## config.mk

```make
export PLATFORM = sky130hd
export DESIGN_NAME = adder_pipe_scheduler
export DESIGN_NICKNAME = d
export VERILOG_FILES = /design/src/rtl/adder_pipe_scheduler.sv
export SDC_FILE = /design/constraint.sdc
export NUM_CORES = 1
export LEC_CHECK = 0
export CAP_MARGIN = 20
export CORE_MARGIN = 4
export CORE_UTILIZATION = 38
export DETAILED_ROUTE_END_ITERATION = 7
export PLACE_DENSITY = 0.75
export SLEW_MARGIN = 20
export SYNTH_ARGS = -nofsm -noshare
export SYNTH_HDL_FRONTEND = slang
export SYNTH_SLANG_ARGS = --single-unit
```

## constraint.sdc

```tcl
create_clock -name clk -period 1.8 [get_ports clk]
set_input_delay 0.36 -clock clk [delete_from_list [all_inputs] [get_ports clk]]
set_output_delay 0.36 -clock clk [all_outputs]
set_load 0.1 [all_outputs]
```

## src/rtl/adder_pipe_scheduler.sv

```systemverilog
// -----------------------------------------------------------------------------
// adder_pipe_scheduler
//
// Shares one parity-protected pipelined adder chain between two requesters.
// Operands are granted round-robin and driven straight onto the chain input.
// Each issued {id, operand} is also kept in a replay FIFO until it retires.
// When any layer raises a parity alarm on a live slot, the whole in-flight
// window is squashed and the FIFO contents are reissued oldest-first.
// Results therefore always come back in grant order.
//
// Ports:
//   clk        rising-edge clock
//   rst        synchronous active-high reset
//   req_valid  per-requester operand valid
//   req_data   operands, requester i at [i*WORD_WIDTH +: WORD_WIDTH]
//   req_ready  per-requester grant (transfer on valid & ready)
//   pipe_in    operand driven into the chain
//   pipe_out   sum returned by the chain
//   pipe_alarm per-layer parity alarm, high = mismatch
//   rsp_valid  one-cycle result pulse
//   rsp_id     requester owning the result
//   rsp_data   result word
//   fault      sticky unrecoverable-error flag
//   err_cnt    saturating alarm-event counter
//
// Build option: define ADDER_SCHED_ERR_CNT_EN to enable the err_cnt counter;
// without it err_cnt is tied to zero.
// -----------------------------------------------------------------------------
module adder_pipe_scheduler #(
  parameter int WORD_WIDTH = 4,
  parameter int LAYERS     = 1,
  parameter int MAX_RETRY  = 3
) (
  input  logic                    clk,
  input  logic                    rst,
  input  logic [1:0]              req_valid,
  input  logic [2*WORD_WIDTH-1:0] req_data,
  output logic [1:0]              req_ready,
  output logic [WORD_WIDTH-1:0]   pipe_in,
  input  logic [WORD_WIDTH-1:0]   pipe_out,
  input  logic [LAYERS-1:0]       pipe_alarm,
  output logic                    rsp_valid,
  output logic                    rsp_id,
  output logic [WORD_WIDTH-1:0]   rsp_data,
  output logic                    fault,
  output logic [7:0]              err_cnt
);

  localparam int PW = (LAYERS > 1) ? $clog2(LAYERS) : 1;
  localparam int CW = $clog2(LAYERS + 1);
  localparam int RW = (MAX_RETRY > 0) ? $clog2(MAX_RETRY + 1) : 1;
  // Storage is rounded up to a power of two so pointers index it exactly.
  localparam int FD = 1 << PW;

  localparam logic [1:0] ST_RUN    = 2'd0;
  localparam logic [1:0] ST_REPLAY = 2'd1;
  localparam logic [1:0] ST_FAULT  = 2'd2;

  logic [1:0]            r_state;
  logic                  r_rrPtr;
  logic [RW-1:0]         r_retryCnt;
  logic [LAYERS-1:0]     r_slotValid;
  logic [LAYERS-1:0]     r_slotId;
  logic                  r_fifoId   [FD];
  logic [WORD_WIDTH-1:0] r_fifoData [FD];
  logic [PW-1:0]         r_head;
  logic [PW-1:0]         r_tail;
  logic [PW-1:0]         r_rdPtr;
  logic [CW-1:0]         r_count;
  logic [CW-1:0]         r_replayLeft;

  logic                  w_error;
  logic                  w_retire;
  logic [CW-1:0]         w_countAfterRetire;
  logic                  w_canAccept;
  logic                  w_grant;
  logic                  w_grantId;
  logic [WORD_WIDTH-1:0] w_grantData;
  logic                  w_replayIssue;
  logic                  w_issue;
  logic                  w_issueId;
  logic [WORD_WIDTH-1:0] w_issueData;

  function automatic logic [PW-1:0] nextPtr(input logic [PW-1:0] p);
    return (p == PW'(LAYERS - 1)) ? '0 : p + PW'(1);
  endfunction

  // Slot k sits in layer k, so its alarm bit lines up with its valid bit.
  // Retirement and grants are blocked while rst is high so nothing leaves
  // or enters during the reset cycle.
  assign w_error            = (r_state != ST_FAULT) && |(pipe_alarm & r_slotValid);
  assign w_retire           = !rst && r_slotValid[LAYERS-1] && !w_error;
  assign w_countAfterRetire = r_count - CW'(w_retire);
  assign w_canAccept        = !rst && (r_state == ST_RUN) && !w_error &&
                              (w_countAfterRetire < CW'(LAYERS));

  assign w_grantId   = req_valid[r_rrPtr] ? r_rrPtr : ~r_rrPtr;
  assign w_grant     = w_canAccept && (req_valid != 2'b00);
  assign w_grantData = w_grantId ? req_data[2*WORD_WIDTH-1 -: WORD_WIDTH]
                                 : req_data[WORD_WIDTH-1:0];
  assign req_ready   = w_grant ? (w_grantId ? 2'b10 : 2'b01) : 2'b00;

  assign w_replayIssue = !rst && (r_state == ST_REPLAY) && !w_error;
  assign w_issue       = w_grant || w_replayIssue;
  assign w_issueId     = w_replayIssue ? r_fifoId[r_rdPtr]   : w_grantId;
  assign w_issueData   = w_replayIssue ? r_fifoData[r_rdPtr] : w_grantData;

  assign pipe_in   = w_issue ? w_issueData : '0;
  assign rsp_valid = w_retire;
  assign rsp_id    = w_retire && r_slotId[LAYERS-1];
  assign rsp_data  = w_retire ? pipe_out : '0;
  assign fault     = (r_state == ST_FAULT);

  // FIFO payload needs no reset; occupancy is tracked by the pointers.
  always_ff @(posedge clk) begin
    if (w_grant) begin
      r_fifoId[r_tail]   <= w_grantId;
      r_fifoData[r_tail] <= w_grantData;
    end
  end

  // Control: slot window, FIFO pointers, arbitration and replay sequencing.
  // An error restarts replay from the FIFO head whichever state it hits in.
  always_ff @(posedge clk) begin
    if (rst) begin
      r_state      <= ST_RUN;
      r_rrPtr      <= 1'b0;
      r_retryCnt   <= '0;
      r_slotValid  <= '0;
      r_slotId     <= '0;
      r_head       <= '0;
      r_tail       <= '0;
      r_rdPtr      <= '0;
      r_count      <= '0;
      r_replayLeft <= '0;
    end else begin
      for (int k = 1; k < LAYERS; k++) begin
        r_slotValid[k] <= r_slotValid[k-1] && !w_error;
        r_slotId[k]    <= r_slotId[k-1];
      end
      r_slotValid[0] <= w_issue;
      r_slotId[0]    <= w_issueId;

      if (w_grant) begin
        r_tail  <= nextPtr(r_tail);
        r_rrPtr <= ~w_grantId;
      end
      if (w_retire) begin
        r_head <= nextPtr(r_head);
      end
      r_count <= r_count + CW'(w_grant) - CW'(w_retire);

      if (w_error) begin
        if (r_retryCnt == RW'(MAX_RETRY)) begin
          r_state <= ST_FAULT;
        end else begin
          r_state      <= ST_REPLAY;
          r_retryCnt   <= r_retryCnt + RW'(1);
          r_rdPtr      <= r_head;
          r_replayLeft <= r_count;
        end
      end else begin
        if (w_retire) begin
          r_retryCnt <= '0;
        end
        if (w_replayIssue) begin
          r_rdPtr      <= nextPtr(r_rdPtr);
          r_replayLeft <= r_replayLeft - CW'(1);
          if (r_replayLeft == CW'(1)) begin
            r_state <= ST_RUN;
          end
        end
      end
    end
  end

`ifdef ADDER_SCHED_ERR_CNT_EN
  logic [7:0] r_errCnt;

  // Counts every alarm event, including the one that enters FAULT.
  always_ff @(posedge clk) begin
    if (rst) begin
      r_errCnt <= '0;
    end else if (w_error && (r_errCnt != 8'hFF)) begin
      r_errCnt <= r_errCnt + 8'd1;
    end
  end

  assign err_cnt = r_errCnt;
`else
  assign err_cnt = '0;
`endif

endmodule

```

==> impl_metrics.py, run 1 <==
metrics = {
    "floorplanning": {
        "ioPinCount": 38,
        "design.core.area_sq_mm": 0.00228,
        "die-width_um": 57.4,
        "number_of_rows_in_the_core_area": 17,
        "design.die.area_sq_mm": 0.00329,
        "fp.dieH_um": 57.4,
        "floorplan.initialDensity": 0.407,
    },
    "worst_setup_path": {
        "worst_setup_path_end_kind": "output port",
        "critPathRequiredTime_ps": 1440,
        "worst_setup_sp_type": "register",
        "crit_fanout": 5,
        "cp_data_arrival_time_ps": 1880,
        "critPathKind": "reg -> out",
    },
    "drt": {
        "drt-total-wl_mm": 2.64,
        "firstDrtPassIters": 4,
        "drc": 0,
        "routed_wire_length_per_instance_um": 13.7,
        "detailroute.via_count": 1031,
        "drtIter0Drc": 42,
        "antenna_left": 0,
        "route.detailed.vias_per_inst": 5.34,
    },
    "sta": {
        "hold_violations": 0,
        "clock-skew-final_ps": 7.92,
        "min_period_over_period": 1.25,
        "fin_setup_tns_ps": -2710,
        "finalCriticalPeriod_ps": 2240,
        "max_freq_mhz": 446,
        "finalWorstSetupSlack_ps": -444,
        "setup_viol": 12,
        "timing_max_transition_violations_final": 0,
        "rsz0062_at_grt": "yes",
    },
    "pwr": {
        "peakVddDrop_uv": 546,
        "p_leak_nw": 0.678,
        "power_density_mw_per_mm2": 688,
    },
    "global_route": {
        "first_global_vias": 973,
        "first_pass_grt_wire_length_mm": 4.27,
        "grt_overflow": 0,
        "gr-usage-all-layers": 0.162,
        "antenna_violations_before_repair": 0,
        "pin_count_of_the_biggest_net_entering_global_routing": 11,
    },
    "synth": {
        "yosysWarningCount": 0,
        "netlist-cell-type-count": 35,
        "postSynthAreaPerCell_sq_um": 8.43,
        "netlist_area_sq_um": 927,
        "post_synth_inst_count": 110,
        "yosysSeqAreaShare": 0.356,
        "ys_seq_elements": 14,
    },
    "placed_design": {
        "placed_area_sq_mm": 0.00159,
        "placedCellCount": 187,
        "port_buffers": 29,
        "place_hpwl_mm": 2.05,
        "placer_congestion_estimate": 0.851,
    },
    "cells_and_area": {
        "layout_commonest_cell": "sky130_fd_sc_hd__buf_4",
        "drive_gt1_frac": 0.442,
        "non_filler_cells_final": 193,
        "antenna_fix_cells": 0,
        "layout.cells.most_common_list": "22 x sky130_fd_sc_hd__buf_4, 14 x sky130_fd_sc_hd__nand2_1, 13 x sky130_fd_sc_hd__buf_12, 12 x sky130_fd_sc_hd__clkdlybuf4s50_1, 8 x sky130_fd_sc_hd__conb_1",
        "fillerInstances": 147,
        "final_net_count": 184,
        "multi_input_area_sq_um": 657,
        "layout.cell_area.non_filler_sq_mm": 0.00171,
        "area.sequential_sq_um": 339,
        "area.growth.synth_to_final_pct": 84.6,
    },
    "hold_path": {
        "timing.hold.worst.class": "reg -> reg",
    },
    "clock_network": {
        "worst_skew_pair.late_latency_ps": 280,
        "cts-root-to-sink-buffers": 2,
        "cts.reportedPaths.clkPinSlew_ps": 90,
        "clockRootBuffer": "sky130_fd_sc_hd__clkbuf_4",
        "tritoncts.num_buffers": 3,
        "cts_sinks": 14,
        "htreeDepth": 1,
        "clock_tree_from_tritoncts": "built",
    },
    "run_status": {
        "status": "finished with violations",
        "violated_checks": "setup timing",
    },
    "flow_run": {
        "maxCapViolCount": 0,
    },
}
## cell usage after synthesis
library cell / number / area, sq um
sky130_fd_sc_hd__nor2b_1: 3 / 18.8
sky130_fd_sc_hd__nor3_1: 1 / 5.00
sky130_fd_sc_hd__a31oi_1: 1 / 6.26
sky130_fd_sc_hd__a21bo_2: 1 / 10.0
sky130_fd_sc_hd__a32oi_1: 1 / 8.76
sky130_fd_sc_hd__nand3b_1: 1 / 7.51
sky130_fd_sc_hd__inv_1: 3 / 11.3
sky130_fd_sc_hd__o21a_1: 1 / 7.51
sky130_fd_sc_hd__and2_1: 7 / 43.8
sky130_fd_sc_hd__buf_4: 8 / 60.1
sky130_fd_sc_hd__ha_1: 1 / 12.5
sky130_fd_sc_hd__nand2b_2: 1 / 8.76
sky130_fd_sc_hd__edfxtp_1: 5 / 150
sky130_fd_sc_hd__a211o_1: 1 / 8.76
sky130_fd_sc_hd__or2_4: 1 / 8.76
sky130_fd_sc_hd__or3_4: 1 / 11.3
sky130_fd_sc_hd__a21oi_1: 10 / 50.1
sky130_fd_sc_hd__a2bb2oi_1: 1 / 8.76
sky130_fd_sc_hd__o221ai_1: 1 / 8.76
sky130_fd_sc_hd__nor4_4: 1 / 21.3
sky130_fd_sc_hd__o21bai_1: 2 / 15.0
sky130_fd_sc_hd__a211oi_1: 2 / 15.0
sky130_fd_sc_hd__nor3_2: 1 / 10.0
sky130_fd_sc_hd__buf_2: 1 / 5.00
sky130_fd_sc_hd__a221o_1: 4 / 40.0
sky130_fd_sc_hd__nand3_1: 7 / 35.0
sky130_fd_sc_hd__clkbuf_1: 2 / 7.51
sky130_fd_sc_hd__buf_6: 1 / 11.3
sky130_fd_sc_hd__nand2_1: 14 / 52.6
sky130_fd_sc_hd__nor2_1: 4 / 15.0
sky130_fd_sc_hd__nand2b_1: 4 / 25.0
sky130_fd_sc_hd__dfxtp_1: 9 / 180
sky130_fd_sc_hd__conb_1: 1 / 3.75
sky130_fd_sc_hd__a311oi_1: 1 / 8.76
sky130_fd_sc_hd__o21ai_0: 7 / 35.0
## power by group
group | switching (mW) | internal [mW]
logic | 0.369 | 0.241
registers | 0.0191 | 0.362
clock network | 0.107 | 0.0804
total | 0.495 | 0.683
## registers in the layout (all words and copies together) (netlist names)
register and count:
r_replayLeft 1, r_state 2, r_rrPtr 1, r_count 1, r_fifoId 1, r_slotId 1, r_fifoData 4, r_slotValid 1
r_retryCnt 2
## what timing repair did
| action | CTS | global route |
|---|---|---|
| buffers inserted | 1 | 1 |
| hold buffers | 0 | 0 |
| pin swaps | 15 | 11 |
| setup endpoints to repair | 18 | 12 |
| gates resized for setup | 25 | 6 |
## through the flow
step	utilization	power (mW)	hold slack (ps)	worst slack (ps)
CTS	0.736	1.16	498	-455
floorplan	-	0.770	454	-776
global placement	0.697	0.943	469	-654
detailed placement	0.697	0.954	484	-703
finish	0.752	1.18	500	-444
global route	0.752	1.23	542	-494
## worst max-delay path, cell delays in order, from the launching register on
cell	delay, ps
sky130_fd_sc_hd__dfxtp_4	380
sky130_fd_sc_hd__nand2b_4	50
sky130_fd_sc_hd__or3_4	420
sky130_fd_sc_hd__a221o_1	380
sky130_fd_sc_hd__a21oi_2	180
sky130_fd_sc_hd__buf_12	190
## kinds of logic after synthesis
logic type	Yosys count	share of synthesized area
compound gates	33	0.240
flops	14	0.356
other cells	1	0.00404
simple gates	46	0.283
buf+inv	15	0.103
fa+ha+maj	1	0.0135
## area by class of cell
cell class	instances	area share
Clock inverter	1	0.00219
Multi-Input combinational cell	88	0.384
Inverter	3	0.00877
Timing Repair Buffer	56	0.374
Clock buffer	3	0.0132
Sequential cell	14	0.198
Tap cell	28	0.0205
## routing by layer
metal	vias up	routed length, um	global-route usage
met5	-	0	0
met4	0	52	0.0828
met3	4	211	0.0181
met2	59	1340	0.282
met1	480	1030	0.193
li1	488	-	-
## final timing paths
kind / from / endpoint / slack [ps] / depth (start not counted)
worst max-delay path: r_slotValid$_SDFF_PP0_ / pipe_in[0] / -440 / 5
worst min-delay path: r_retryCnt[0]$_SDFFE_PP0P_ / r_retryCnt[0]$_SDFFE_PP0P_ / 500 / 1
worst max register to register: r_slotValid$_SDFF_PP0_ / r_fifoData[0][1]$_DFFE_PP_ / 240 / 4
worst min register to register: r_retryCnt[0]$_SDFFE_PP0P_ / r_retryCnt[0]$_SDFFE_PP0P_ / 500 / 1
Note: power is estimated with default switching activity, not from simulation.
==> inputs of run 2 (changes only) <==
SETUP_SLACK_MARGIN = 0.3   (was default)
==> impl_metrics.py, run 2 (synthesis results as in run 1) <==
metrics = {
    "floorplanning": {
        "ioPinCount": 38,
        "floorplan.initialDensity": 0.407,
        "design.die.area_sq_mm": 0.00329,
        "fp.dieH_um": 57.4,
        "number_of_rows_in_the_core_area": 17,
        "design.core.area_sq_mm": 0.00228,
        "die-width_um": 57.4,
    },
    "cells_and_area": {
        "largest_register_ff_count": 4,
        "layout.cells.most_common_list": "17 x sky130_fd_sc_hd__buf_4, 14 x sky130_fd_sc_hd__nand2_1, 13 x sky130_fd_sc_hd__buf_12, 12 x sky130_fd_sc_hd__clkdlybuf4s50_1, 9 x sky130_fd_sc_hd__buf_6",
        "layout_commonest_cell": "sky130_fd_sc_hd__buf_4",
        "final_net_count": 183,
        "register_with_the_most_flip_flops": "r_fifoData",
        "area.growth.synth_to_final_pct": 88.3,
        "drive_gt1_frac": 0.470,
        "antenna_fix_cells": 0,
        "largest_registers": "r_fifoData (4), r_retryCnt (2), r_state (2)",
    },
    "placed_design": {
        "placer_congestion_estimate": 0.867,
        "port_buffers": 29,
        "place_hpwl_mm": 2.11,
        "dp_slack_ps": -637,
    },
    "flow_run": {
        "maxCapViolCount": 0,
    },
    "clock_network": {
        "cts_sinks": 14,
        "tritoncts.num_buffers": 3,
        "cts-root-to-sink-buffers": 2,
        "cts.reportedPaths.clkPinSlew_ps": 90,
        "clockRootBuffer": "sky130_fd_sc_hd__clkbuf_4",
        "htreeDepth": 1,
        "clock_tree_from_tritoncts": "built",
        "worst_skew_pair.late_latency_ps": 290,
    },
    "sta": {
        "setup_viol": 12,
        "timing_max_transition_violations_final": 0,
        "max_freq_mhz": 455,
        "finalWorstSetupSlack_ps": -400,
        "rsz0062_at_grt": "yes",
        "min_period_over_period": 1.22,
        "finalCriticalPeriod_ps": 2200,
        "clock-skew-final_ps": 2.17,
        "hold_violations": 0,
    },
    "worst_setup_path": {
        "reg2regPathDepth": 9,
        "r2r_setup_slack_ps": 90,
        "critPathKind": "reg -> out",
        "r2r-start": "r_state[1]$_SDFFE_PP0P_",
        "crit-reg2reg-capture": "r_retryCnt[0]$_SDFFE_PP0P_",
        "worst_setup_path_end_kind": "output port",
        "cp-startpoint": "r_slotValid$_SDFF_PP0_",
        "critPathRequiredTime_ps": 1440,
        "cp_data_arrival_time_ps": 1840,
        "worst_setup_sp_type": "register",
        "crit_fanout": 5,
    },
    "drt": {
        "drc": 0,
        "drt-total-wl_mm": 2.84,
        "routed_wire_length_per_instance_um": 14.8,
        "firstDrtPassIters": 4,
        "drtIter0Drc": 37,
        "detailroute.via_count": 1023,
        "antenna_left": 0,
        "route.detailed.vias_per_inst": 5.33,
    },
    "pwr": {
        "peakVddDrop_uv": 630,
        "power_density_mw_per_mm2": 681,
        "p_leak_nw": 0.684,
        "power.total_mw": 1.19,
    },
    "global_route": {
        "pin_count_of_the_biggest_net_entering_global_routing": 11,
        "antenna_violations_before_repair": 0,
        "first_pass_grt_wire_length_mm": 4.37,
        "first_global_vias": 952,
        "grt_overflow": 0,
        "gr-usage-all-layers": 0.168,
    },
    "hold_path": {
        "timing.hold.worst_endpoint": "r_rrPtr$_SDFFE_PP0P_",
        "timing.hold.worst.class": "reg -> reg",
        "worst_hold_startpoint": "r_rrPtr$_SDFFE_PP0P_",
        "min_delay_path_depth": 2,
    },
    "run_status": {
        "status": "finished with violations",
        "violated_checks": "setup timing",
    },
}
run 2: worst max-delay path by stage:
stage	to	slack [ps]	cells past startpoint
detailed placement	pipe_in[2]	-640	6
finish	pipe_in[2]	-400	5
global route	pipe_in[2]	-460	5
global placement	req_ready[0]	-620	6
CTS	pipe_in[2]	-410	5
floorplan	req_ready[0]	-780	4
run 2: cell type report:
type                            count  area, sq um
Multi-Input combinational cell     88          681
Inverter                            3         15.0
Timing Repair Buffer               55          647
Tap cell                           28         35.0
Fill cell                         155          531
Clock buffer                        3         22.5
Clock inverter                      1         3.75
Sequential cell                    14          342
run 2: critical path: stages, from the launching register on:
cell	delay, ps
sky130_fd_sc_hd__dfxtp_4	380
sky130_fd_sc_hd__nand2b_4	50
sky130_fd_sc_hd__or3_4	410
sky130_fd_sc_hd__a221o_1	330
sky130_fd_sc_hd__a21oi_2	180
sky130_fd_sc_hd__buf_12	190
run 2: what timing repair did:
item                                    CTS  global route
endpoints found under the setup margin   23            20
endpoints found under the hold margin     0             0
pin swaps                                14            14
buffers inserted                          2             4
hold buffers                              0             0
resized for setup                        31             6
run 2: metal layers:
metal / vias up / GRT usage / wire length (um)
met4: 0 / 0.0530 / 43
met1: 476 / 0.198 / 1140
met5: - / 0 / 0
met3: 6 / 0.0407 / 209
met2: 47 / 0.298 / 1440
li1: 494 / - / -
run 2: per-stage QoR:
step	cell area, sq um	utilization	cells	hold WS [ps]	setup TNS (ps)
6_report	1750	0.767	192	512	-3340
5_1_grt	1750	0.767	192	536	-3940
4_1_cts	1700	0.745	188	516	-3310
3_5_place_dp	1570	0.690	182	494	-8160
3_3_place_gp	1570	0.690	182	473	-7420
2_1_floorplan	1060	-	117	453	-5880
run 2: report_power, final:
part	internal, mW	switching (mW)	total, mW
clock network	0.0806	0.111	0.192
registers	0.363	0.0210	0.385
logic	0.242	0.371	0.613
